==> src/rtl/pc_sequencer_if.sv <==
// Handshake and control bundle between the PDP-8 style major-state sequencer
// and its datapath/memory. The sequencer uses the master modport.
interface pc_sequencer_if;
    logic       RUN;
    logic [2:0] OPCODE;
    logic       IND;
    logic       SKIP;
    logic       ZERO;
    logic       MEM_ACK;
    logic       MEM_REQ;
    logic       MEM_WE;
    logic [1:0] ADDR_SEL;
    logic       IR_LOAD;
    logic       EA_LOAD;
    logic       PC_STEP;
    logic       PC_LD;
    logic       PC_LATCH;
    logic [3:0] STATE;
    logic       HALTED;
    logic       ERR;

    modport master (
        input  RUN, OPCODE, IND, SKIP, ZERO, MEM_ACK,
        output MEM_REQ, MEM_WE, ADDR_SEL, IR_LOAD, EA_LOAD, PC_STEP, PC_LD,
               PC_LATCH, STATE, HALTED, ERR
    );

    modport slave (
        output RUN, OPCODE, IND, SKIP, ZERO, MEM_ACK,
        input  MEM_REQ, MEM_WE, ADDR_SEL, IR_LOAD, EA_LOAD, PC_STEP, PC_LD,
               PC_LATCH, STATE, HALTED, ERR
    );
endinterface

==> src/rtl/pc_sequencer.sv <==
// Fetch/defer/execute/write-back major-state sequencer with memory-timeout fault.
// Strobes tied to MEM_ACK fire in the acknowledge cycle itself, so outputs decode from state.
module pc_sequencer #(
    parameter int TIMEOUT = 15
) (
    input logic            CLK,
    input logic            RESET,
    pc_sequencer_if.master bus
);
    localparam int CW = (TIMEOUT > 1) ? $clog2(TIMEOUT + 1) : 1;

    typedef enum logic [3:0] {
        HALT    = 4'd0,
        F_REQ   = 4'd1,
        F_WAIT  = 4'd2,
        DECODE  = 4'd3,
        D_REQ   = 4'd4,
        D_WAIT  = 4'd5,
        E_REQ   = 4'd6,
        E_WAIT  = 4'd7,
        WB_REQ  = 4'd8,
        WB_WAIT = 4'd9,
        EXEC    = 4'd10,
        JUMP    = 4'd11
    } state_t;

    state_t        state_q;
    logic          err_q;
    logic [1:0]    jumpSel_q;
    logic [CW-1:0] waitCnt_q;

    logic   isWait;
    logic   ack;
    logic   timeout;
    state_t doneState;

    assign isWait    = state_q inside {F_WAIT, D_WAIT, E_WAIT, WB_WAIT};
    assign ack       = isWait & bus.MEM_ACK;
    assign timeout   = isWait & ~bus.MEM_ACK & (waitCnt_q == CW'(TIMEOUT - 1));
    assign doneState = bus.RUN ? F_REQ : HALT;

    always_ff @(posedge CLK or posedge RESET) begin
        if (RESET) begin
            state_q   <= HALT;
            err_q     <= 1'b0;
            jumpSel_q <= 2'b00;
            waitCnt_q <= '0;
        end else begin
            // Counter only runs while a wait state is stalled; every other cycle rearms it.
            waitCnt_q <= '0;
            if (timeout) begin
                err_q   <= 1'b1;
                state_q <= HALT;
            end else begin
                case (state_q)
                    HALT:    if (bus.RUN && !err_q) state_q <= F_REQ;
                    F_REQ:   state_q <= F_WAIT;
                    F_WAIT:  if (ack) state_q <= DECODE;
                             else waitCnt_q <= waitCnt_q + CW'(1);
                    DECODE: begin
                        if (bus.OPCODE[2:1] == 2'b11) begin
                            state_q <= EXEC;
                        end else if (bus.IND) begin
                            state_q <= D_REQ;
                        end else if (bus.OPCODE == 3'd5) begin
                            state_q   <= JUMP;
                            jumpSel_q <= 2'b01;
                        end else begin
                            state_q <= E_REQ;
                        end
                    end
                    D_REQ:   state_q <= D_WAIT;
                    D_WAIT: begin
                        if (!ack) begin
                            waitCnt_q <= waitCnt_q + CW'(1);
                        end else if (bus.OPCODE == 3'd5) begin
                            state_q   <= JUMP;
                            jumpSel_q <= 2'b10;
                        end else begin
                            state_q <= E_REQ;
                        end
                    end
                    E_REQ:   state_q <= E_WAIT;
                    E_WAIT: begin
                        if (!ack) begin
                            waitCnt_q <= waitCnt_q + CW'(1);
                        end else if (bus.OPCODE == 3'd2) begin
                            state_q <= WB_REQ;
                        end else if (bus.OPCODE == 3'd4) begin
                            state_q   <= JUMP;
                            jumpSel_q <= 2'b11;
                        end else begin
                            state_q <= doneState;
                        end
                    end
                    WB_REQ:  state_q <= WB_WAIT;
                    WB_WAIT: if (ack) state_q <= doneState;
                             else waitCnt_q <= waitCnt_q + CW'(1);
                    EXEC:    state_q <= doneState;
                    JUMP:    state_q <= doneState;
                    default: state_q <= HALT;
                endcase
            end
        end
    end

    always_comb begin
        bus.MEM_REQ  = 1'b0;
        bus.MEM_WE   = 1'b0;
        bus.ADDR_SEL = 2'b00;
        bus.IR_LOAD  = 1'b0;
        bus.EA_LOAD  = 1'b0;
        bus.PC_STEP  = 1'b0;
        bus.PC_LD    = 1'b0;
        bus.PC_LATCH = 1'b0;
        case (state_q)
            F_REQ: begin
                bus.MEM_REQ  = 1'b1;
                bus.PC_LATCH = 1'b1;
            end
            F_WAIT: begin
                bus.MEM_REQ = 1'b1;
                bus.IR_LOAD = ack;
                bus.PC_STEP = ack;
            end
            D_REQ, D_WAIT: begin
                bus.MEM_REQ  = 1'b1;
                bus.ADDR_SEL = 2'b01;
                bus.EA_LOAD  = ack;
            end
            E_REQ, E_WAIT: begin
                bus.MEM_REQ  = 1'b1;
                bus.ADDR_SEL = 2'b01;
                bus.MEM_WE   = (bus.OPCODE == 3'd3) || (bus.OPCODE == 3'd4);
            end
            WB_REQ, WB_WAIT: begin
                bus.MEM_REQ  = 1'b1;
                bus.MEM_WE   = 1'b1;
                bus.ADDR_SEL = 2'b01;
                bus.PC_STEP  = ack & bus.ZERO;
            end
            EXEC:    bus.PC_STEP = bus.SKIP;
            JUMP: begin
                bus.PC_LD    = 1'b1;
                bus.ADDR_SEL = jumpSel_q;
            end
            default: ;
        endcase
    end

    assign bus.STATE  = state_q;
    assign bus.HALTED = (state_q == HALT);
    assign bus.ERR    = err_q;
endmodule

==> src/flat_wrapper.sv <==
// flat-port wrapper written by rule: the top's interface ports become plain ports
module pc_sequencer_flat 
#(
    parameter int TIMEOUT = 15
)
  (CLK, RESET, bus_RUN, bus_OPCODE, bus_IND, bus_SKIP, bus_ZERO, bus_MEM_ACK, bus_MEM_REQ, bus_MEM_WE, bus_ADDR_SEL, bus_IR_LOAD, bus_EA_LOAD, bus_PC_STEP, bus_PC_LD, bus_PC_LATCH, bus_STATE, bus_HALTED, bus_ERR);
  pc_sequencer_if bus_i ();
  input logic CLK;
  input logic RESET;
  input wire logic [$bits(bus_i.RUN)-1:0] bus_RUN;
  input wire logic [$bits(bus_i.OPCODE)-1:0] bus_OPCODE;
  input wire logic [$bits(bus_i.IND)-1:0] bus_IND;
  input wire logic [$bits(bus_i.SKIP)-1:0] bus_SKIP;
  input wire logic [$bits(bus_i.ZERO)-1:0] bus_ZERO;
  input wire logic [$bits(bus_i.MEM_ACK)-1:0] bus_MEM_ACK;
  output wire logic [$bits(bus_i.MEM_REQ)-1:0] bus_MEM_REQ;
  output wire logic [$bits(bus_i.MEM_WE)-1:0] bus_MEM_WE;
  output wire logic [$bits(bus_i.ADDR_SEL)-1:0] bus_ADDR_SEL;
  output wire logic [$bits(bus_i.IR_LOAD)-1:0] bus_IR_LOAD;
  output wire logic [$bits(bus_i.EA_LOAD)-1:0] bus_EA_LOAD;
  output wire logic [$bits(bus_i.PC_STEP)-1:0] bus_PC_STEP;
  output wire logic [$bits(bus_i.PC_LD)-1:0] bus_PC_LD;
  output wire logic [$bits(bus_i.PC_LATCH)-1:0] bus_PC_LATCH;
  output wire logic [$bits(bus_i.STATE)-1:0] bus_STATE;
  output wire logic [$bits(bus_i.HALTED)-1:0] bus_HALTED;
  output wire logic [$bits(bus_i.ERR)-1:0] bus_ERR;
  assign bus_i.RUN = bus_RUN;
  assign bus_i.OPCODE = bus_OPCODE;
  assign bus_i.IND = bus_IND;
  assign bus_i.SKIP = bus_SKIP;
  assign bus_i.ZERO = bus_ZERO;
  assign bus_i.MEM_ACK = bus_MEM_ACK;
  assign bus_MEM_REQ = bus_i.MEM_REQ;
  assign bus_MEM_WE = bus_i.MEM_WE;
  assign bus_ADDR_SEL = bus_i.ADDR_SEL;
  assign bus_IR_LOAD = bus_i.IR_LOAD;
  assign bus_EA_LOAD = bus_i.EA_LOAD;
  assign bus_PC_STEP = bus_i.PC_STEP;
  assign bus_PC_LD = bus_i.PC_LD;
  assign bus_PC_LATCH = bus_i.PC_LATCH;
  assign bus_STATE = bus_i.STATE;
  assign bus_HALTED = bus_i.HALTED;
  assign bus_ERR = bus_i.ERR;
  pc_sequencer #(.TIMEOUT(TIMEOUT)) u_core (.CLK(CLK), .RESET(RESET), .bus(bus_i));
endmodule
==> config.mk <==
export PLATFORM = sky130hd
export DESIGN_NAME = pc_sequencer_flat
export DESIGN_NICKNAME = d
export VERILOG_FILES = /design/src/rtl/pc_sequencer_if.sv /design/src/rtl/pc_sequencer.sv /design/src/flat_wrapper.sv
export SDC_FILE = /design/constraint.sdc
export NUM_CORES = 1
export LEC_CHECK = 0
export ABC_CLOCK_PERIOD_IN_PS = 2100
export BUFFER_PORTS_ARGS = -buffer_cell sky130_fd_sc_hd__buf_2
export CAP_MARGIN = 10
export CORE_ASPECT_RATIO = 1.2
export CORE_MARGIN = 4
export CORE_UTILIZATION = 44
export CTS_BUF_LIST = sky130_fd_sc_hd__clkbuf_16
export DETAILED_ROUTE_END_ITERATION = 16
export PLACE_DENSITY = 0.67
export SYNTH_ARGS = -nofsm -noshare
export SYNTH_HDL_FRONTEND = slang
export SYNTH_SLANG_ARGS = --single-unit
==> constraint.sdc <==
create_clock -name CLK -period 2.1 [get_ports CLK]
set_clock_uncertainty 0.1 [all_clocks]
set_input_delay 0.42 -clock CLK [delete_from_list [all_inputs] [get_ports CLK]]
set_output_delay 0.42 -clock CLK [all_outputs]
set_load 0.01 [all_outputs]
==> metrics.md <==
| Metric | Value |
|---|---|
| Num CTS Buffers | `3` |
| Congestion Overflow GR | `0` |
| Outcome | `completed` |
| Cts hold-fix bufs | `0` |
| Post-DP HPWL | `between 1.5 and 2 mm` |
| Static leakage | `just under 0.0006 uW` |
| TritonCTS clock tree | `yes` |
| R2R depth | `4` |
| Area growth from synthesis to layout | `18.10%` |
| Clock sinks | `11` |
| Rel. slew slack | `between 70% and 80%` |
| Wirelength per Cell | `14.21 um` |
| Dpl cells | `roughly 170` |
| Buf/Inv on CP | `2` |
| Final min period | `slightly below 2000 ps` |
| H-tree depth | `1` |
| Final Max Slew Viols | `0` |
| Worst setup SP type | `flop` |
| Core area | `about 2100 um2` |
| Antenna Nets Post-Route | `0` |
| PwrDens | `1283 nW/um2` |
| Biggest cell delay along the critical path | `roughly 440 ps` |
| Register bit count reported by yosys | `11` |
| TNS Setup | `0 ps` |
| CTS Buffer Depth | `2` |
| Unrepaired setup endpoints after global routing | `no` |
| I/O pins | `25` |
| Final-layout fill cell count | `213` |
| Setup crit end kind | `output pin` |
| Max cap viols | `0` |
| Largest net degree at the start of global routing | `17` |
| Drt via density | `roughly 5.6` |
| Row count | `18` |
| Die Area | `about 3200 um2` |
| Die width | `52.16 um` |
| Post-synth top flop | `dfrtp_1` |
| Worst endpoint data arrival time | `approximately 1400 ps` |
| Distinct cells, synth | `43` |
| Layout cells sized above 1 | `32.65%` |
| Initial Util | `48.13%` |
| DR iter-0 viols | `33` |
| Clk_lat worst skew | `roughly 240 ps` |
| Mapped cell area | `~1000 um2` |
| Drt first pass iters | `4` |
| GR Util All Layers | `about 18%` |
| Worst Path Required | `roughly 1600 ps` |
| Final Hold Fails | `0` |
| Vias | `approximately 980` |
| Root Buffer | `clkbuf_16` |
| Crit-path slowest cell | `dfrtp_1` |
| Drt drc | `0` |
| Reg2reg start | `u_core.bus.STATE[1]` |
| Syn_area_per_cell | `slightly above 8 um2` |
| Clock transition at path regs | `40 ps` |
| Global-route wire length before repair | `between 4 and 5 mm` |
| Die Ht | `between 60 and 70 um` |
| Register area share after synthesis | `between 20% and 30%` |
| Cells after Synth | `roughly 130` |
| Wirelength, routed | `between 2 and 3 mm` |
| IR drop worst, VDD | `0.0007425 V` |
| EDFF count, synth | `0` |
| Syn_nets | `around 140` |
| Crit Path Max Fanout | `12` |
| Crit path max-delay family | `flip-flops` |
| Worst-Margin Slew | `441.1 ps` |
| Share of synthesized registers carrying an async set or reset | `100.0%` |
| GP Congestion | `just over 0.8` |
| Min-Delay Path Class | `in2async` |
| Total Power | `approximately 1600 uW` |
| Nets | `160` |
| R2R Setup Slk | `about 400 ps` |
| PortBufs | `24` |
| Final worst path period share | `93.32%` |
| Kind of critical path | `reg2out` |
| Crit Reg-Reg Endpoint | `u_core.jumpSel_q[0]` |
| Endpoints failing setup | `0` |
| Initial antenna violation count | `0` |
| Number of synthesis warnings | `0` |
| Vias in the first global route | `928` |
| Finished Layout Cells | `approximately 180` |
| Antenna Cells | `0` |
| Crit-path cells | `buf_4 -> nor4_2 -> buf_2` |
| Max Fclk | `510.3 MHz` |
==> where the power goes <==
part           total (uW)  internal (uW)  switching (uW)  leakage, uW
clock network         345            250            94.6    0.0000423
registers             403            276             127     0.000143
logic                 813            367             446     0.000396
==> through the flow <==
stage / worst slack, ps / area [um2] / utilization, % / hold WS, ps
after floorplan: 307.6 / 1030 / - / 172.4
final: 140.2 / 1216 / 56.84 / 72.62
after global routing: 6.160 / 1216 / 56.84 / 102.2
after CTS: 48.10 / 1215 / 56.78 / 74.37
after detailed placement: 235.5 / 1135 / 53.04 / 335.8
after global placement: 279.9 / 1135 / 53.04 / 323.3
==> how the worst max path moves through the flow <==
stage | startpoint | endpoint | slack (ps) | depth (start not counted)
after floorplan | u_core.bus.STATE[1] | bus_PC_STEP | 310 | 5
after global placement | u_core.bus.STATE[3] | bus_PC_STEP | 280 | 4
after detailed placement | u_core.bus.STATE[3] | bus_PC_STEP | 240 | 4
after CTS | u_core.bus.STATE[2] | bus_MEM_REQ | 50 | 4
after global routing | u_core.bus.STATE[0] | bus_ADDR_SEL[1] | 6 | 5
final | u_core.bus.STATE[0] | bus_HALTED | 140 | 3
==> cell usage in the layout (no fill, tap or decap), types with 2 or more instances in the layout <==
master,instances
nand3_1,3
inv_1,6
ha_1,2
o21ai_0,8
nand2_1,14
and3_1,3
buf_2,24
a31o_2,3
dfrtp_1,9
o31ai_1,2
a21oi_1,5
buf_4,4
xnor2_1,3
o21a_1,3
nor2b_4,2
nor2b_1,4
o22ai_1,2
nor2_1,14
and2b_1,2
a21o_1,2
nand2b_1,2
dfrtp_2,2
nand4_1,3
o21ai_1,2
and2_1,2
clkbuf_16,3
==> sequential cells by signal, indices dropped and copies added, names as in the netlist <==
signal,cells
u_core.bus.ERR,1
u_core.bus.STATE,4
u_core.jumpSel_q,2
u_core.waitCnt_q,4
==> layer usage <==
layer  global-route usage [%]  share of wire (%)
met4                    6.569                1.2
met3                    3.194                4.3
met1                    21.21                 42
met2                    31.42                 53
met5                        0                  0
==> cell usage after synthesis, types with 3 or more instances <==
cell,number,area share [%]
and3_1,3,1.8
dfrtp_1,11,27
xnor2_1,3,2.6
nor2_1,14,5.1
buf_6,4,4.4
a21oi_1,5,2.4
buf_2,6,2.9
inv_1,5,1.8
o21a_1,3,2.2
a31o_2,3,2.6
o21ai_0,8,3.9
nand2_1,14,5.1
nand4_1,3,1.8
nor2b_1,4,2.4
nand3_1,3,1.5
==> final cells by class <==
cell class                      instances  area, um2  share of cell area, %
Clock inverter                          1      3.754                 0.3086
Clock buffer                            3      75.07                  6.173
Tap cell                               30      37.54                  3.086
Timing Repair Buffer                   28      150.1                  12.35
Multi-Input combinational cell         99      653.1                  53.70
Inverter                                5      18.77                  1.543
Sequential cell                        11      277.8                  22.84
==> logic make-up (layout without fill, tap and decap cells) <==
kind of cell               Yosys count  in the layout  share of synthesized area [%]
AOI/OAI and AO/OA                   34             34                          23.33
xor gates and xnor gates             4              4                          3.403
adders and majority gates            2              2                          2.430
buffers and inverters               16             37                          9.842
DFF                                 11             11                          26.73
muxes                                2              2                          2.551
and+or+nand+nor                     57             57                          31.71
==> repair_timing <==
action | in CTS | in global routing
setup endpoints to repair | 1 | 4
gates cloned | 0 | 0
buffers inserted | 0 | 0
gates resized for setup | 1 | 1
(Power assumes the default switching activity.)
